$ cat config.mk
export PLATFORM = sky130hd
export DESIGN_NAME = apo_input_arbiter_flat
export DESIGN_NICKNAME = d
export VERILOG_FILES = /design/src/rtl/apo_input_arbiter_if.sv /design/src/rtl/apo_input_arbiter.sv /design/src/flat_wrapper.sv
export SDC_FILE = /design/constraint.sdc
export NUM_CORES = 1
export LEC_CHECK = 0
export ABC_AREA = 1
export BUFFER_PORTS_ARGS = -buffer_cell sky130_fd_sc_hd__buf_2
export CAP_MARGIN = 20
export CORE_UTILIZATION = 43
export DETAILED_ROUTE_END_ITERATION = 6
export SETUP_SLACK_MARGIN = 0.1
export SKIP_CTS_REPAIR_TIMING = 1
export SYNTH_ARGS = -nofsm -noshare
export SYNTH_HDL_FRONTEND = slang
export SYNTH_SLANG_ARGS = --single-unit
$ cat constraint.sdc
create_clock -name clk -period 5.7 [get_ports clk]
set_clock_uncertainty 0.2 [all_clocks]
set_input_delay 0 -clock clk [delete_from_list [all_inputs] [get_ports clk]]
set_output_delay 0 -clock clk [all_outputs]
set_load 0.03 [all_outputs]
$ cat src/rtl/apo_input_arbiter_if.sv
// Bundle of router-input packets, core handshake and status lines around the input arbiter.
// The master side drives packets into the arbiter; the slave side is the arbiter itself.
interface apo_input_arbiter_if #(
    parameter int PKT_W  = 13,
    parameter int DROP_W = 8
);
    logic [PKT_W-1:0]  in_free;
    logic [PKT_W-1:0]  in_r1R;
    logic [PKT_W-1:0]  in_r2R;
    logic [PKT_W-1:0]  in_r1L;
    logic [PKT_W-1:0]  in_r2L;
    logic              core_ready;
    logic [PKT_W-1:0]  out_pkt;
    logic [2:0]        out_src;
    logic              out_from_ip;
    logic [4:0]        full;
    logic [DROP_W-1:0] drop_cnt;

    modport master (
        output in_free, in_r1R, in_r2R, in_r1L, in_r2L, core_ready,
        input  out_pkt, out_src, out_from_ip, full, drop_cnt
    );

    modport slave (
        input  in_free, in_r1R, in_r2R, in_r1L, in_r2L, core_ready,
        output out_pkt, out_src, out_from_ip, full, drop_cnt
    );
endinterface

$ cat src/rtl/apo_input_arbiter.sv
// Round-robin input scheduler for the circulant router core: five 2-deep input FIFOs feed
// one registered output slot, granted one packet per cycle under the core's ready signal.
module apo_input_arbiter #(
    parameter int PKT_W  = 13,
    parameter int DEPTH  = 2,
    parameter int DROP_W = 8
) (
    input logic                 clk,
    input logic                 rst,
    apo_input_arbiter_if.slave  bus
);
    localparam int NP = 5;

    typedef enum logic [1:0] {IDLE, GRANT, STALL} state_t;

    state_t            state_q, state_d;
    logic [PKT_W-1:0]  mem_q [NP][DEPTH];
    logic [NP-1:0]     rdPtr_q, rdPtr_d, wrPtr_q, wrPtr_d;
    logic [1:0]        cnt_q [NP];
    logic [1:0]        cnt_d [NP];
    logic [2:0]        rrPtr_q, rrPtr_d;
    logic [PKT_W-1:0]  outPkt_q, outPkt_d;
    logic [2:0]        outSrc_q, outSrc_d;
    logic              fromIp_q, fromIp_d;
    logic [NP-1:0]     full_q, full_d;
    logic [DROP_W-1:0] drop_q, drop_d;

    logic [PKT_W-1:0]  inPkt [NP];
    logic [NP-1:0]     push, pop;
    logic              load, found, anyNext;
    logic [2:0]        winner, dropNum;
    logic [3:0]        idx;
    logic [DROP_W:0]   dropSum;

    assign inPkt[0] = bus.in_free;
    assign inPkt[1] = bus.in_r1R;
    assign inPkt[2] = bus.in_r2R;
    assign inPkt[3] = bus.in_r1L;
    assign inPkt[4] = bus.in_r2L;

    // Arbitration works only on registered FIFO state, so no input reaches an output combinationally.
    always_comb begin
        state_d  = state_q;
        rrPtr_d  = rrPtr_q;
        outPkt_d = outPkt_q;
        outSrc_d = outSrc_q;
        fromIp_d = fromIp_q;
        push     = '0;
        pop      = '0;
        found    = 1'b0;
        winner   = 3'd0;
        idx      = 4'd0;
        dropNum  = 3'd0;
        anyNext  = 1'b0;
        load     = !outPkt_q[PKT_W-1] || bus.core_ready;

        if (state_q != IDLE && load) begin
            for (int k = 0; k < NP; k++) begin
                idx = {1'b0, rrPtr_q} + 4'(k);
                if (idx >= 4'(NP)) idx = idx - 4'(NP);
                if (!found && cnt_q[idx[2:0]] != 2'd0) begin
                    found  = 1'b1;
                    winner = idx[2:0];
                end
            end
        end

        if (load) begin
            if (found) begin
                outPkt_d    = mem_q[winner][rdPtr_q[winner]];
                outSrc_d    = winner;
                fromIp_d    = (winner == 3'd0);
                pop[winner] = 1'b1;
                rrPtr_d     = (winner == 3'(NP-1)) ? 3'd0 : winner + 3'd1;
            end else begin
                outPkt_d = '0;
                outSrc_d = 3'd0;
                fromIp_d = 1'b0;
            end
        end

        // A full port still accepts when its head leaves in the same cycle.
        for (int i = 0; i < NP; i++) begin
            if (inPkt[i][PKT_W-1]) begin
                if (cnt_q[i] != 2'(DEPTH) || pop[i]) push[i] = 1'b1;
                else dropNum = dropNum + 3'd1;
            end
            cnt_d[i]   = cnt_q[i] + {1'b0, push[i]} - {1'b0, pop[i]};
            full_d[i]  = (cnt_d[i] == 2'(DEPTH));
            rdPtr_d[i] = rdPtr_q[i] ^ pop[i];
            wrPtr_d[i] = wrPtr_q[i] ^ push[i];
            if (cnt_d[i] != 2'd0) anyNext = 1'b1;
        end

        dropSum = {1'b0, drop_q} + (DROP_W+1)'(dropNum);
        drop_d  = dropSum[DROP_W] ? {DROP_W{1'b1}} : dropSum[DROP_W-1:0];

        if (!anyNext && !outPkt_d[PKT_W-1]) state_d = IDLE;
        else if (outPkt_q[PKT_W-1] && !bus.core_ready) state_d = STALL;
        else state_d = GRANT;
    end

    always_ff @(posedge clk) begin
        if (rst) begin
            state_q  <= IDLE;
            rdPtr_q  <= '0;
            wrPtr_q  <= '0;
            rrPtr_q  <= 3'd0;
            outPkt_q <= '0;
            outSrc_q <= 3'd0;
            fromIp_q <= 1'b0;
            full_q   <= '0;
            drop_q   <= '0;
            for (int i = 0; i < NP; i++) cnt_q[i] <= 2'd0;
        end else begin
            state_q  <= state_d;
            rdPtr_q  <= rdPtr_d;
            wrPtr_q  <= wrPtr_d;
            rrPtr_q  <= rrPtr_d;
            outPkt_q <= outPkt_d;
            outSrc_q <= outSrc_d;
            fromIp_q <= fromIp_d;
            full_q   <= full_d;
            drop_q   <= drop_d;
            for (int i = 0; i < NP; i++) begin
                cnt_q[i] <= cnt_d[i];
                if (push[i]) mem_q[i][wrPtr_q[i]] <= inPkt[i];
            end
        end
    end

    assign bus.out_pkt     = outPkt_q;
    assign bus.out_src     = outSrc_q;
    assign bus.out_from_ip = fromIp_q;
    assign bus.full        = full_q;
    assign bus.drop_cnt    = drop_q;
endmodule
$ cat src/flat_wrapper.sv
// flat-port wrapper written by rule: the top's interface ports become plain ports
module apo_input_arbiter_flat 
#(
    parameter int PKT_W  = 13,
    parameter int DEPTH  = 2,
    parameter int DROP_W = 8
)
  (clk, rst, bus_in_free, bus_in_r1R, bus_in_r2R, bus_in_r1L, bus_in_r2L, bus_core_ready, bus_out_pkt, bus_out_src, bus_out_from_ip, bus_full, bus_drop_cnt);
  apo_input_arbiter_if #(.PKT_W(PKT_W), .DROP_W(DROP_W)) bus_i ();
  input logic clk;
  input logic rst;
  input wire logic [$bits(bus_i.in_free)-1:0] bus_in_free;
  input wire logic [$bits(bus_i.in_r1R)-1:0] bus_in_r1R;
  input wire logic [$bits(bus_i.in_r2R)-1:0] bus_in_r2R;
  input wire logic [$bits(bus_i.in_r1L)-1:0] bus_in_r1L;
  input wire logic [$bits(bus_i.in_r2L)-1:0] bus_in_r2L;
  input wire logic [$bits(bus_i.core_ready)-1:0] bus_core_ready;
  output wire logic [$bits(bus_i.out_pkt)-1:0] bus_out_pkt;
  output wire logic [$bits(bus_i.out_src)-1:0] bus_out_src;
  output wire logic [$bits(bus_i.out_from_ip)-1:0] bus_out_from_ip;
  output wire logic [$bits(bus_i.full)-1:0] bus_full;
  output wire logic [$bits(bus_i.drop_cnt)-1:0] bus_drop_cnt;
  assign bus_i.in_free = bus_in_free;
  assign bus_i.in_r1R = bus_in_r1R;
  assign bus_i.in_r2R = bus_in_r2R;
  assign bus_i.in_r1L = bus_in_r1L;
  assign bus_i.in_r2L = bus_in_r2L;
  assign bus_i.core_ready = bus_core_ready;
  assign bus_out_pkt = bus_i.out_pkt;
  assign bus_out_src = bus_i.out_src;
  assign bus_out_from_ip = bus_i.out_from_ip;
  assign bus_full = bus_i.full;
  assign bus_drop_cnt = bus_i.drop_cnt;
  apo_input_arbiter #(.PKT_W(PKT_W), .DEPTH(DEPTH), .DROP_W(DROP_W)) u_core (.clk(clk), .rst(rst), .bus(bus_i));
endmodule
Word level (Yosys, flattened, before mapping)
Memories as Yosys holds them, arrays and structs flattened. Index checks and enable logic that the tools add are counted.

RAM bits: 140. Input bits: 68. Memories: 2. Bits in registers: 45. Output and inout port bits: 30.

Memory list: u_core.mem_q (words 5, width 26, read ports 1, clocked after Yosys merged registers in 0, write ports 5, RTL line apo_input_arbiter.sv:17) `logic [PKT_W-1:0] mem_q [NP][DEPTH];`; u_core.cnt_q (words 5, width 2, read ports 10, clocked after Yosys merged registers in 0, write ports 5, RTL line apo_input_arbiter.sv:19) `logic [1:0] cnt_q [NP];`.

Multiplexer cells: 100. Bitwise operators: 21. Equal/unequal tests: 11. Order comparisons: 18. Add/subtract/negate cells: 25. Reductions and logical operators: 41.

Operator list (count): 13-bit two-way mux (10); 26-bit two-way mux (5); 3-bit two-way mux (27); 13-bit demux with 1-bit select (5); 1-bit two-way mux (42); 2-bit nonzero test (11); 4-bit by 3-bit greater-or-equal comparator with 1-bit output (second input constant) (4); 3-bit by 1-bit adder with 3-bit output (second input constant) (5); 3-bit subtractor (second input constant) (5); 1-bit logical AND (13); 2-bit greater-or-equal comparator (second input constant) (6); 2-bit two-way mux (6); 1-bit NOT with 2-bit output (6); 2-bit by 1-bit adder with 2-bit output (5); 2-bit equality test (second input constant) (5); 2-bit by 1-bit < comparator with 1-bit output (second input constant) (5); 5-bit two-way mux (2); 2-bit != test (second input constant) (5); 2-bit by 1-bit subtractor with 2-bit output (5); 1-bit bitwise XOR (10); 8-bit by 3-bit adder with 9-bit output (1); 3-bit by 2-bit adder with 4-bit output (second input constant) (2); 1-bit zero test (8); 8-bit two-way mux (1); other kinds (13) (22).

Longest topological paths before layout
Gate-level depths: netlist of run 1. An unclocked memory read counts as a cell.

Depth in word-level cells: 47. Gate-level depth with buffers: 45. Depth with buffers taken out: 44.

Least setup slack after synthesis of run 1
Ideal clock, no wire load.

Path kind: register to register. From: register u_core.rrPtr_q[0]. To: register u_core.drop_q[6], in the netlist u_core.bus.drop_cnt[6]. Buffers on the path: 1. Setup time: 74 ps. Arrival: 5445 ps. Data required time: 5426 ps. Clock period less this slack: 5719 ps. Setup slack: -19 ps. Cell stages (with the launch flop): 38. Cells stage by stage: dfxtp_1 -> buf_6 -> inv_2 -> ha_1 -> inv_1 -> fa_1 -> inv_1 -> nand2_1 -> nor2_1 -> a21oi_1 -> or2_2 -> nand2_2 -> inv_2 -> nand4_1 -> o21ai_1 -> nor2_2 -> nor2_8 -> nor2_8 -> (+2 left out) -> inv_1 -> ha_1 -> nand2_1 -> nand2_1 -> ha_1 -> nand2_1 -> o21ai_1 -> nand3_2 -> nand2_1 -> inv_1 -> ha_1 -> or2_1 -> nand2_1 -> fa_1 -> o21ai_0 -> nor3b_1 -> o21ai_0 -> a31oi_1.

Longest elaborated chain between the ends: 46. Elaborated cells on any way between the ends: 82. Classes of those cells: add/sub: 14; order compare: 7; mux: 41; reduce/logical: 19; memory: 1.

Ends and longest elaborated chain: start, declared (RTL line apo_input_arbiter.sv:21) `logic [2:0] rrPtr_q, rrPtr_d;`; start signal, assigned (RTL line apo_input_arbiter.sv:119) `rrPtr_q <= rrPtr_d;`; branches (longest 27 deep; another with 3-bit by 1-bit adder with 4-bit output); 5-bit two-way mux (*) (RTL line apo_input_arbiter.sv:69) `if (found) begin`; 5-bit two-way mux (*) (RTL line apo_input_arbiter.sv:68) `if (load) begin`; 1-bit logical OR (RTL line apo_input_arbiter.sv:85) `if (cnt_q[i] != 2'(DEPTH) || pop[i]) push[i] = 1'b1;`; 1-bit two-way mux (RTL line apo_input_arbiter.sv:85); 3-bit two-way mux (RTL line apo_input_arbiter.sv:84) `if (inPkt[i][PKT_W-1]) begin`; 3-bit by 1-bit adder with 3-bit output (RTL line apo_input_arbiter.sv:86) `else dropNum = dropNum + 3'd1;`; 3-bit two-way mux (RTL line apo_input_arbiter.sv:85); (+4 left out); 3-bit by 1-bit adder with 3-bit output (RTL line apo_input_arbiter.sv:86); 3-bit two-way mux (RTL line apo_input_arbiter.sv:85); 3-bit two-way mux (RTL line apo_input_arbiter.sv:84); 3-bit by 1-bit adder with 3-bit output (RTL line apo_input_arbiter.sv:86); 3-bit two-way mux (RTL line apo_input_arbiter.sv:85); 3-bit two-way mux (*) (RTL line apo_input_arbiter.sv:84); 8-bit by 3-bit adder with 9-bit output (*) (RTL line apo_input_arbiter.sv:95) `dropSum = {1'b0, drop_q} + (DROP_W+1)'(dropNum);`; 8-bit two-way mux (*) (RTL line apo_input_arbiter.sv:96) `drop_d = dropSum[DROP_W] ? {DROP_W{1'b1}} : dropSum[DROP_W-1:0];`; end signal, assigned (RTL line apo_input_arbiter.sv:124) `drop_q <= drop_d;`; end, declared (RTL line apo_input_arbiter.sv:26) `logic [DROP_W-1:0] drop_q, drop_d;`.

Mark *: on every way between the ends. The select of a mux whose other input is x is not followed. A chain may end at the register's enable or synchronous reset.

Final worst setup path of run 1
From: register u_core.rrPtr_q[1]. To: register u_core.drop_q[5], in the netlist u_core.bus.drop_cnt[5].

The elaborated chain is that of the path after synthesis.

==> flow_metrics.env, run 1 <==
export IMPL_overflow=0
export IMPL_worst_setup_path_start_kind="flop"
export IMPL_cp_required_ns=5.84
export IMPL_antenna_cells=0
export IMPL_min_period_over_period_pct=94.3
export IMPL_hold_viol=0
export IMPL_yosysSeqAreaShare_pct=56.5
export IMPL_r2r_start="u_core.rrPtr_q[1]$_SDFFE_PP0P_"
export IMPL_yosys_register_bits=185
export IMPL_crit_top_cell="nand2_2"
export IMPL_grt_total_usage_pct=19.8
export IMPL_syn_inst=915
export IMPL_ys_warn_count=0
export IMPL_drc_errors=1
export IMPL_fin_crit_ns=5.38
export IMPL_clockRootBuffer="clkbuf_16"
export IMPL_rrSetupSlack_ns=0.32
export IMPL_die_area_um2=21200
export IMPL_drive_gt1_share_pct=26.2
export IMPL_die_h_um=146
export IMPL_worst_r2r_endpoint="u_core.bus.drop_cnt[5]$_SDFF_PP0_"
export IMPL_reg2reg_depth=40
export IMPL_syn_area_per_cell_um2=9.69
export IMPL_hold_path_class="in2reg"
export IMPL_grt_antenna_before_repair=0
export IMPL_hold_path_endpoint="u_core.mem_q[3][16]$_DFFE_PP_"
export IMPL_status="finished with violations"
export IMPL_relSlewSlack_pct=58.0
export IMPL_synth_top_cells_by_area="edfxtp_1 44%, dfxtp_1 12%, nand2_1 10%"
export IMPL_drtIter0Drc=473
export IMPL_hpwl_um=15100
export IMPL_nNetsFinal=1207
export IMPL_yosys_area_top_type_share_pct=44.0
export IMPL_globalplace_congestion=0.867
export IMPL_cts_buffer_depth=2
export IMPL_cts_made_buffers=17
export IMPL_path_class="reg2reg"
export IMPL_worst_path_max_fanout=7
export IMPL_post_drt_wl_per_cell_um=15.1
export IMPL_areaGrowthSynthToFinish_pct=29.3
export IMPL_htreeDepth=4
export IMPL_max_clock_freq_mhz=186
export IMPL_rsz0062_at_grt="yes"
export IMPL_synthesis_nets=1011
export IMPL_report_final_slew_viol_count=0
export IMPL_setup_violations=0
export IMPL_holdWs_ns=0.0713
export IMPL_die_width_um=146
export IMPL_path_clk_slew_ns=0.07
export IMPL_vias=6809
export IMPL_io_pins=98
export IMPL_cp_arrival_ns=5.51
export IMPL_via_per_inst=4.88
export IMPL_placementRows=52
export IMPL_placed_area_um2=9800
export IMPL_synth_distinct_cells=48
export IMPL_max_stage_delay_ns=0.39
export IMPL_start_util_pct=43.8
export IMPL_cts_tree="done"
export IMPL_clock_latency_ns=0.44
export IMPL_hp_start="bus_in_r1L[3]"
export IMPL_final_antenna_net_count=0
export IMPL_grt_pass1_wl_um=31800
export IMPL_cts_sinks=185
export IMPL_maxCapViolations=0
export IMPL_io_buffers=97
export IMPL_grt_max_degree=55
export IMPL_slowest_stage="dfxtp_4"
export IMPL_final_area_um2=11500
export IMPL_synth_cell_area_um2=8860
export IMPL_holdPathStages=2
export IMPL_violations="design-rule violations"
export IMPL_design_core_area_um2=20200
export IMPL_synth_largest_area_cell="edfxtp_1"
export IMPL_tightest_slew_ns=0.627
export IMPL_cp_end_kind="flop"
export IMPL_grt_pass1_vias=5964
export IMPL_firstDrtPassIters=6
export IMPL_wl_um=21100
==> metal layers <==
| metal | GRT usage, % | part of all wire, % | up-vias |
|---|---|---|---|
| li1 | - | - | 3475 |
| met2 | 29.7 | 45 | 197 |
| met1 | 29.2 | 48 | 3115 |
| met3 | 3.35 | 5.7 | 22 |
| met4 | 6.47 | 1.4 | 0 |
| met5 | 0 | 0 | - |
==> metrics by stage <==
step / setup TNS (ns) / utilization (%) / setup WS, ns / cells
5_1_grt: -0.204 / 56.6 / -0.0672 / 1394
3_5_place_dp: -0.385 / 48.5 / -0.131 / 1285
2_1_floorplan: 0 / - / 0.100 / 915
3_3_place_gp: -0.516 / 48.4 / -0.123 / 1284
6_report: 0 / 56.6 / 0.325 / 1394
4_1_cts: -0.636 / 51.3 / -0.172 / 1317
==> Yosys cell counts (all sizes together) <==
library cell	n
a21oi	33
a31oi	2
and2	1
buf	26
clkbuf	4
dfxtp	55
edfxtp	130
fa	2
ha	26
inv	92
nand2	262
nand3	125
nand3b	4
nand4	8
nor2	58
nor3	12
nor3b	1
nor4	1
o211ai	24
o21ai	22
o21bai	1
o311a	1
o31ai	1
or2	5
xnor2	8
xor2	11
==> flip-flops by register name, summed over array words and instances, names as in the netlist <==
signal / count
u_core.bus.full: 5
u_core.bus.out_from_ip: 1
u_core.bus.out_pkt: 13
u_core.rrPtr_q: 3
u_core.wrPtr_q: 5
u_core.bus.drop_cnt: 8
u_core.bus.out_src: 3
u_core.rdPtr_q: 5
u_core.cnt_q: 10
u_core.state_q: 2
u_core.mem_q: 130
==> layout by cell type, fill, tap and decap left out, types with 4 or more instances in the layout <==
cell type,netlist,routed
inv_4,2,6
edfxtp_1,130,130
o21ai_2,1,5
o211ai_1,24,24
nor2_1,46,42
inv_2,9,15
nand2_1,246,231
buf_2,16,97
nand3_2,7,16
buf_4,4,40
nor2_8,4,4
dfxtp_1,55,52
nor2_2,5,5
nand2_2,11,20
inv_8,0,5
dlygate4sd3_1,0,67
xor2_1,10,10
nor2_4,3,7
ha_1,26,19
inv_1,81,71
xnor2_1,7,7
nand3_1,115,106
clkbuf_16,0,17
nand2_4,5,10
o21ai_1,6,5
nor3_2,0,5
a21oi_1,33,30
o21ai_0,15,10
ha_4,0,6
inv_6,0,4
nor3_1,11,6
nand4_1,6,6
==> cell families after synthesis <==
logic type,share of synthesized area [%]
compound gates,5.65
xor+xnor,2.05
fa+ha+maj,4.12
buf+inv,5.87
flops,56.5
simple gates,25.9
==> area by class of cell <==
type                    instances  area [um^2]
fillers                      1774         8770
inverters                      92          360
multi-input cells             608         3680
repair buffers                207         1500
clock buffers                  18          429
flip-flops and latches        185         5010
well taps                     270          338
clock inverters                14          146
==> worst max path at each step <==
stage	start	cells after the start	endpoint
floorplan	u_core.rrPtr_q[0]$_SDFFE_PP0P_	41	u_core.bus.drop_cnt[7]$_SDFF_PP0_
global placement	u_core.rrPtr_q[0]$_SDFFE_PP0P_	35	u_core.bus.drop_cnt[6]$_SDFF_PP0_
detailed placement	u_core.rrPtr_q[0]$_SDFFE_PP0P_	36	u_core.bus.drop_cnt[6]$_SDFF_PP0_
global route	u_core.rrPtr_q[0]$_SDFFE_PP0P_	44	u_core.bus.drop_cnt[7]$_SDFF_PP0_
CTS	u_core.rrPtr_q[0]$_SDFFE_PP0P_	36	u_core.bus.drop_cnt[6]$_SDFF_PP0_
finish	u_core.rrPtr_q[1]$_SDFFE_PP0P_	40	u_core.bus.drop_cnt[5]$_SDFF_PP0_
==> critical path, delay by kind of cell (launching register included) <==
kind	cells	cell delay, ns
AND/OR/NAND/NOR	20	1.91
XOR/XNOR	1	0.13
adder cells (fa/ha/maj)	6	1.48
flip-flops	1	0.39
AO/OA/AOI/OAI	4	0.44
buffers and inverters	9	0.72
Power of run 1 is not shown: default switching activity piles up to over one toggle a cycle in this logic, so the estimate is an artifact.
==> run 2: changes to the inputs <==
==> constraint.sdc (replaced) <==
create_clock -name clk -period 5.86 [get_ports clk]
set_clock_uncertainty 0.2 [all_clocks]
set_input_delay 0 -clock clk [delete_from_list [all_inputs] [get_ports clk]]
set_output_delay 0 -clock clk [all_outputs]
set_load 0.03 [all_outputs]
==> run 2 against run 1 <==
Against the previous run: critical endpoint is now u_core.bus.drop_cnt[7]$_SDFF_PP0_; non-clock buffer count shrank 3; core utilization fell by 0.33 points; sequential share of layout area increased by 0.25 points; setup slack improved by 0.088 ns; via count increased by 0.87%; sequential cell count unchanged; global-route usage is 0.57 points higher; the run still ends with design-rule violations left.
==> flow_metrics.env, run 2 (same netlist as run 1, synthesis figures left out) <==
export IMPL_holdWs_ns=0.0832
export IMPL_report_final_slew_viol_count=0
export IMPL_placementRows=52
export IMPL_worst_setup_path_start_kind="flop"
export IMPL_path_clk_slew_ns=0.07
export IMPL_cts_made_buffers=17
export IMPL_fin_cells=1391
export IMPL_slowest_stage="dfxtp_4"
export IMPL_cp_arrival_ns=5.58
export IMPL_r2r_start="u_core.rrPtr_q[1]$_SDFFE_PP0P_"
export IMPL_hold_path_class="in2reg"
export IMPL_crit_buf_inv=8
export IMPL_fin_crit_ns=5.45
export IMPL_htreeDepth=4
export IMPL_wl_um=21700
export IMPL_final_antenna_net_count=0
export IMPL_grt_pass1_wl_um=32700
export IMPL_max_stage_delay_ns=0.38
export IMPL_die_area_um2=21200
export IMPL_firstDrtPassIters=7
export IMPL_via_per_inst=4.94
export IMPL_status="finished with violations"
export IMPL_maxCapViolations=0
export IMPL_design_core_area_um2=20200
export IMPL_grt_antenna_before_repair=0
export IMPL_mostFrequentLayoutCell="nand2_1"
export IMPL_worst_path_max_fanout=7
export IMPL_grt_total_usage_pct=20.4
export IMPL_critPathTopFamily="simple AND/OR/NAND/NOR gates"
export IMPL_cts_sinks=185
export IMPL_final_area_um2=11400
export IMPL_rsz0062_at_grt="no"
export IMPL_min_period_over_period_pct=92.9
export IMPL_antenna_cells=0
export IMPL_io_buffers=97
export IMPL_place_inst=1280
export IMPL_hold_viol=0
export IMPL_hp_start="bus_in_r2R[4]"
export IMPL_setup_violations=0
export IMPL_crit_top_cell="nand2_1"
export IMPL_cp_required_ns=5.99
export IMPL_drc_errors=1
export IMPL_die_h_um=146
export IMPL_io_pins=98
export IMPL_post_drt_wl_per_cell_um=15.6
export IMPL_cts_tree="done"
export IMPL_cp_end_kind="flop"
export IMPL_hpwl_um=15100
export IMPL_nFillCells=1790
export IMPL_drtIter0Drc=434
export IMPL_final_cell_mix="229 x nand2_1, 130 x edfxtp_1, 108 x nand3_1"
export IMPL_cts_buffer_depth=2
export IMPL_crit_path_start="u_core.rrPtr_q[1]$_SDFFE_PP0P_"
export IMPL_globalplace_congestion=0.921
export IMPL_die_width_um=146
export IMPL_grt_pass1_vias=6008
export IMPL_nNetsFinal=1204
export IMPL_start_util_pct=43.8
export IMPL_vias=6868
export IMPL_drive_gt1_share_pct=25.6
export IMPL_largest_reg_flops=130
export IMPL_clockRootBuffer="clkbuf_16"
export IMPL_max_clock_freq_mhz=184
export IMPL_path_class="reg2reg"
export IMPL_relSlewSlack_pct=57.5
export IMPL_violations="design-rule violations"
export IMPL_clock_latency_ns=0.43
export IMPL_placed_area_um2=9750
export IMPL_areaGrowthSynthToFinish_pct=28.5
export IMPL_overflow=0
export IMPL_grt_max_degree=59
export IMPL_tightest_slew_ns=0.637
[run 2: final timing paths]
| kind | end | slack, ns | cells past startpoint |
|---|---|---|---|
| worst min register to register | u_core.bus.out_pkt[3]$_SDFFE_PP0N_ | 0.26 | 2 |
| worst max-delay path | u_core.bus.drop_cnt[7]$_SDFF_PP0_ | 0.41 | 42 |
| worst max register to register | u_core.bus.drop_cnt[7]$_SDFF_PP0_ | 0.41 | 42 |
| worst min-delay path | u_core.mem_q[2][17]$_DFFE_PP_ | 0.08 | 2 |
[run 2: area by class of cell]
cell class | instances | area, um^2 | share of cell area, %
Sequential cell | 185 | 5010 | 44.0
Multi-Input combinational cell | 608 | 3640 | 31.9
Timing Repair Buffer | 204 | 1470 | 12.9
Clock buffer | 17 | 425 | 3.73
Inverter | 92 | 355 | 3.12
Tap cell | 270 | 338 | 2.97
Clock inverter | 15 | 158 | 1.38
[run 2: metal layers]
layer | global-route usage (%) | vias to the layer above | share of wire [%]
li1 | - | 3472 | -
met1 | 30.7 | 3197 | 47
met2 | 30.2 | 190 | 46
met3 | 3.73 | 9 | 5.9
met4 | 5.00 | 0 | 0.55
met5 | 0 | - | 0
[run 2: worst reg2reg max path: cells and delay by family (launching register included)]
family / cells / cell delay, ns
and+or+nand+nor: 22 / 1.95
adders and majority gates: 5 / 1.37
AOI/OAI and AO/OA: 5 / 0.61
buffers and inverters: 8 / 0.58
DFF: 1 / 0.38
xor gates and xnor gates: 2 / 0.27
[run 2: per-stage QoR]
| stage | setup slack (ns) | TNS [ns] | util, % |
|---|---|---|---|
| after floorplan | 0.141 | 0 | - |
| after global placement | 0.114 | 0 | 48.2 |
| after detailed placement | -0.0538 | -0.0934 | 48.2 |
| after CTS | -0.0417 | -0.0832 | 51.1 |
| after global routing | 0.0283 | 0 | 56.3 |
| final | 0.413 | 0 | 56.3 |
Power of run 2 is left out for the same reason.
==> run 3: changes to the inputs <==
--- a/config.mk
+++ b/config.mk
@@ -8,8 +8,9 @@
 export ABC_AREA = 1
 export BUFFER_PORTS_ARGS = -buffer_cell sky130_fd_sc_hd__buf_2
 export CAP_MARGIN = 20
-export CORE_UTILIZATION = 43
+export CORE_UTILIZATION = 55
 export DETAILED_ROUTE_END_ITERATION = 6
+export PLACE_DENSITY = 0.76
 export SETUP_SLACK_MARGIN = 0.1
 export SKIP_CTS_REPAIR_TIMING = 1
 export SYNTH_ARGS = -nofsm -noshare
==> run 3 against run 2 <==
Against the previous run: the run ends with design-rule violations, negative hold slack left; final cell count shrank 4.6%; setup slack worse by 0.13 ns; sequential share of layout area increased by 0.41 points; highest routed layer unchanged; critical path type unchanged; via count is 3.6% higher; maximum frequency is 2.3% lower; count of clock-buffer cells in the layout unchanged; sequential cell count stayed put.
==> flow_metrics.env, run 3 (same netlist as run 1, synthesis figures left out) <==
export IMPL_path_class="reg2reg"
export IMPL_io_buffers=97
export IMPL_multi_input_area_um2=3580
export IMPL_setup_violations=0
export IMPL_critPathTopFamily="simple AND/OR/NAND/NOR gates"
export IMPL_drtIter0Drc=586
export IMPL_drc_errors=1
export IMPL_path_clk_slew_ns=0.07
export IMPL_crit_buf_inv=6
export IMPL_final_area_um2=11300
export IMPL_die_h_um=129
export IMPL_slowest_stage="fa_1"
export IMPL_cts_made_buffers=17
export IMPL_max_clock_freq_mhz=179
export IMPL_areaGrowthSynthToFinish_pct=27.3
export IMPL_cts_sinks=185
export IMPL_hpwl_um=14400
export IMPL_cts_buffer_depth=2
export IMPL_fin_crit_ns=5.58
export IMPL_mostFrequentLayoutCell="nand2_1"
export IMPL_place_inst=1222
export IMPL_hold_viol=13
export IMPL_hold_path_class="in2reg"
export IMPL_io_pins=98
export IMPL_max_stage_delay_ns=0.45
export IMPL_hp_start="rst"
export IMPL_crit_path_start="u_core.rrPtr_q[0]$_SDFFE_PP0P_"
export IMPL_clockRootBuffer="clkbuf_16"
export IMPL_maxCapViolations=0
export IMPL_final_cell_mix="234 x nand2_1, 130 x edfxtp_1, 108 x nand3_1"
export IMPL_cp_arrival_ns=5.73
export IMPL_crit_top_cell="nand2_2"
export IMPL_cp_end_kind="flop"
export IMPL_grt_total_usage_pct=25.6
export IMPL_overflow=0
export IMPL_worst_setup_path_start_kind="flop"
export IMPL_min_period_over_period_pct=95.1
export IMPL_fin_cells=1327
export IMPL_relSlewSlack_pct=56.2
export IMPL_via_per_inst=5.36
export IMPL_grt_max_degree=59
export IMPL_status="finished with violations"
export IMPL_seqCellArea_um2=5010
export IMPL_violations="design-rule violations, negative hold slack"
export IMPL_r2r_start="u_core.rrPtr_q[0]$_SDFFE_PP0P_"
export IMPL_worst_path_max_fanout=7
export IMPL_grt_pass1_vias=6149
export IMPL_drive_gt1_share_pct=24.6
export IMPL_cts_tree="done"
export IMPL_vias=7115
export IMPL_largest_reg_flops=130
export IMPL_clock_latency_ns=0.43
export IMPL_grt_antenna_before_repair=0
export IMPL_holdWs_ns=-0.0400
export IMPL_wl_um=21700
export IMPL_report_final_slew_viol_count=0
export IMPL_tightest_slew_ns=0.657
export IMPL_grt_pass1_wl_um=31500
export IMPL_cp_required_ns=6.01
export IMPL_die_area_um2=16600
export IMPL_final_antenna_net_count=0
export IMPL_die_width_um=129
export IMPL_start_util_pct=56.0
export IMPL_globalplace_congestion=0.933
export IMPL_post_drt_wl_per_cell_um=16.4
export IMPL_nFillCells=1098
export IMPL_nNetsFinal=1194
export IMPL_placementRows=46
export IMPL_placed_area_um2=9660
export IMPL_htreeDepth=4
export IMPL_firstDrtPassIters=7
export IMPL_design_core_area_um2=15800
export IMPL_antenna_cells=0
==> run 3: changes by cell type in the layout (fill, tap and decap cells not counted), sizes merged <==
cell / previous run / this run
clkinv: 5 / 2
dlygate4sd3: 67 / 66
clkbuf: 17 / 18
bufinv: 1 / 5
buf: 137 / 127
inv: 100 / 99
==> run 3: cell type report <==
| class | instances | area share (%) |
|---|---|---|
| clock buffers | 17 | 3.77 |
| flip-flops and latches | 185 | 44.4 |
| well taps | 216 | 2.39 |
| inverters | 92 | 3.13 |
| clock inverters | 15 | 2.24 |
| multi-input cells | 608 | 31.7 |
| repair buffers | 194 | 12.4 |
==> run 3: routing by layer <==
metal	vias up	wire (um)	GRT usage [%]
met5	-	0	0
met4	0	410	7.89
met2	293	10200	39.5
met3	32	1540	5.65
li1	3454	-	-
met1	3336	9570	36.2
==> run 3: final timing paths <==
path                                            end  slack (ns)  depth (start not counted)
setup / recovery  u_core.bus.drop_cnt[6]$_SDFF_PP0_        0.28                         38
hold / removal        u_core.cnt_q[2][0]$_SDFF_PP0_       -0.04                          3
setup reg to reg  u_core.bus.drop_cnt[6]$_SDFF_PP0_        0.28                         38
hold reg to reg        u_core.wrPtr_q[1]$_SDFF_PP0_        0.26                          2
==> run 3: worst reg2reg max path, delay by kind of cell, from the launching register on <==
family	cells	cell delay (ns)
compound gates	5	0.76
flops	1	0.36
fa+ha+maj	6	1.73
simple gates	21	2.01
buf+inv	6	0.45
==> run 3: metrics by stage <==
stage | setup TNS, ns | setup slack [ns] | utilization, %
4_1_cts | -0.0826 | -0.0820 | 65.3
3_3_place_gp | 0 | 0.180 | 61.0
6_report | 0 | 0.284 | 71.3
3_5_place_dp | -0.0537 | -0.0537 | 61.0
5_1_grt | -0.0298 | -0.0113 | 71.3
2_1_floorplan | 0 | 0.141 | -
Power of run 3 is left out for the same reason.
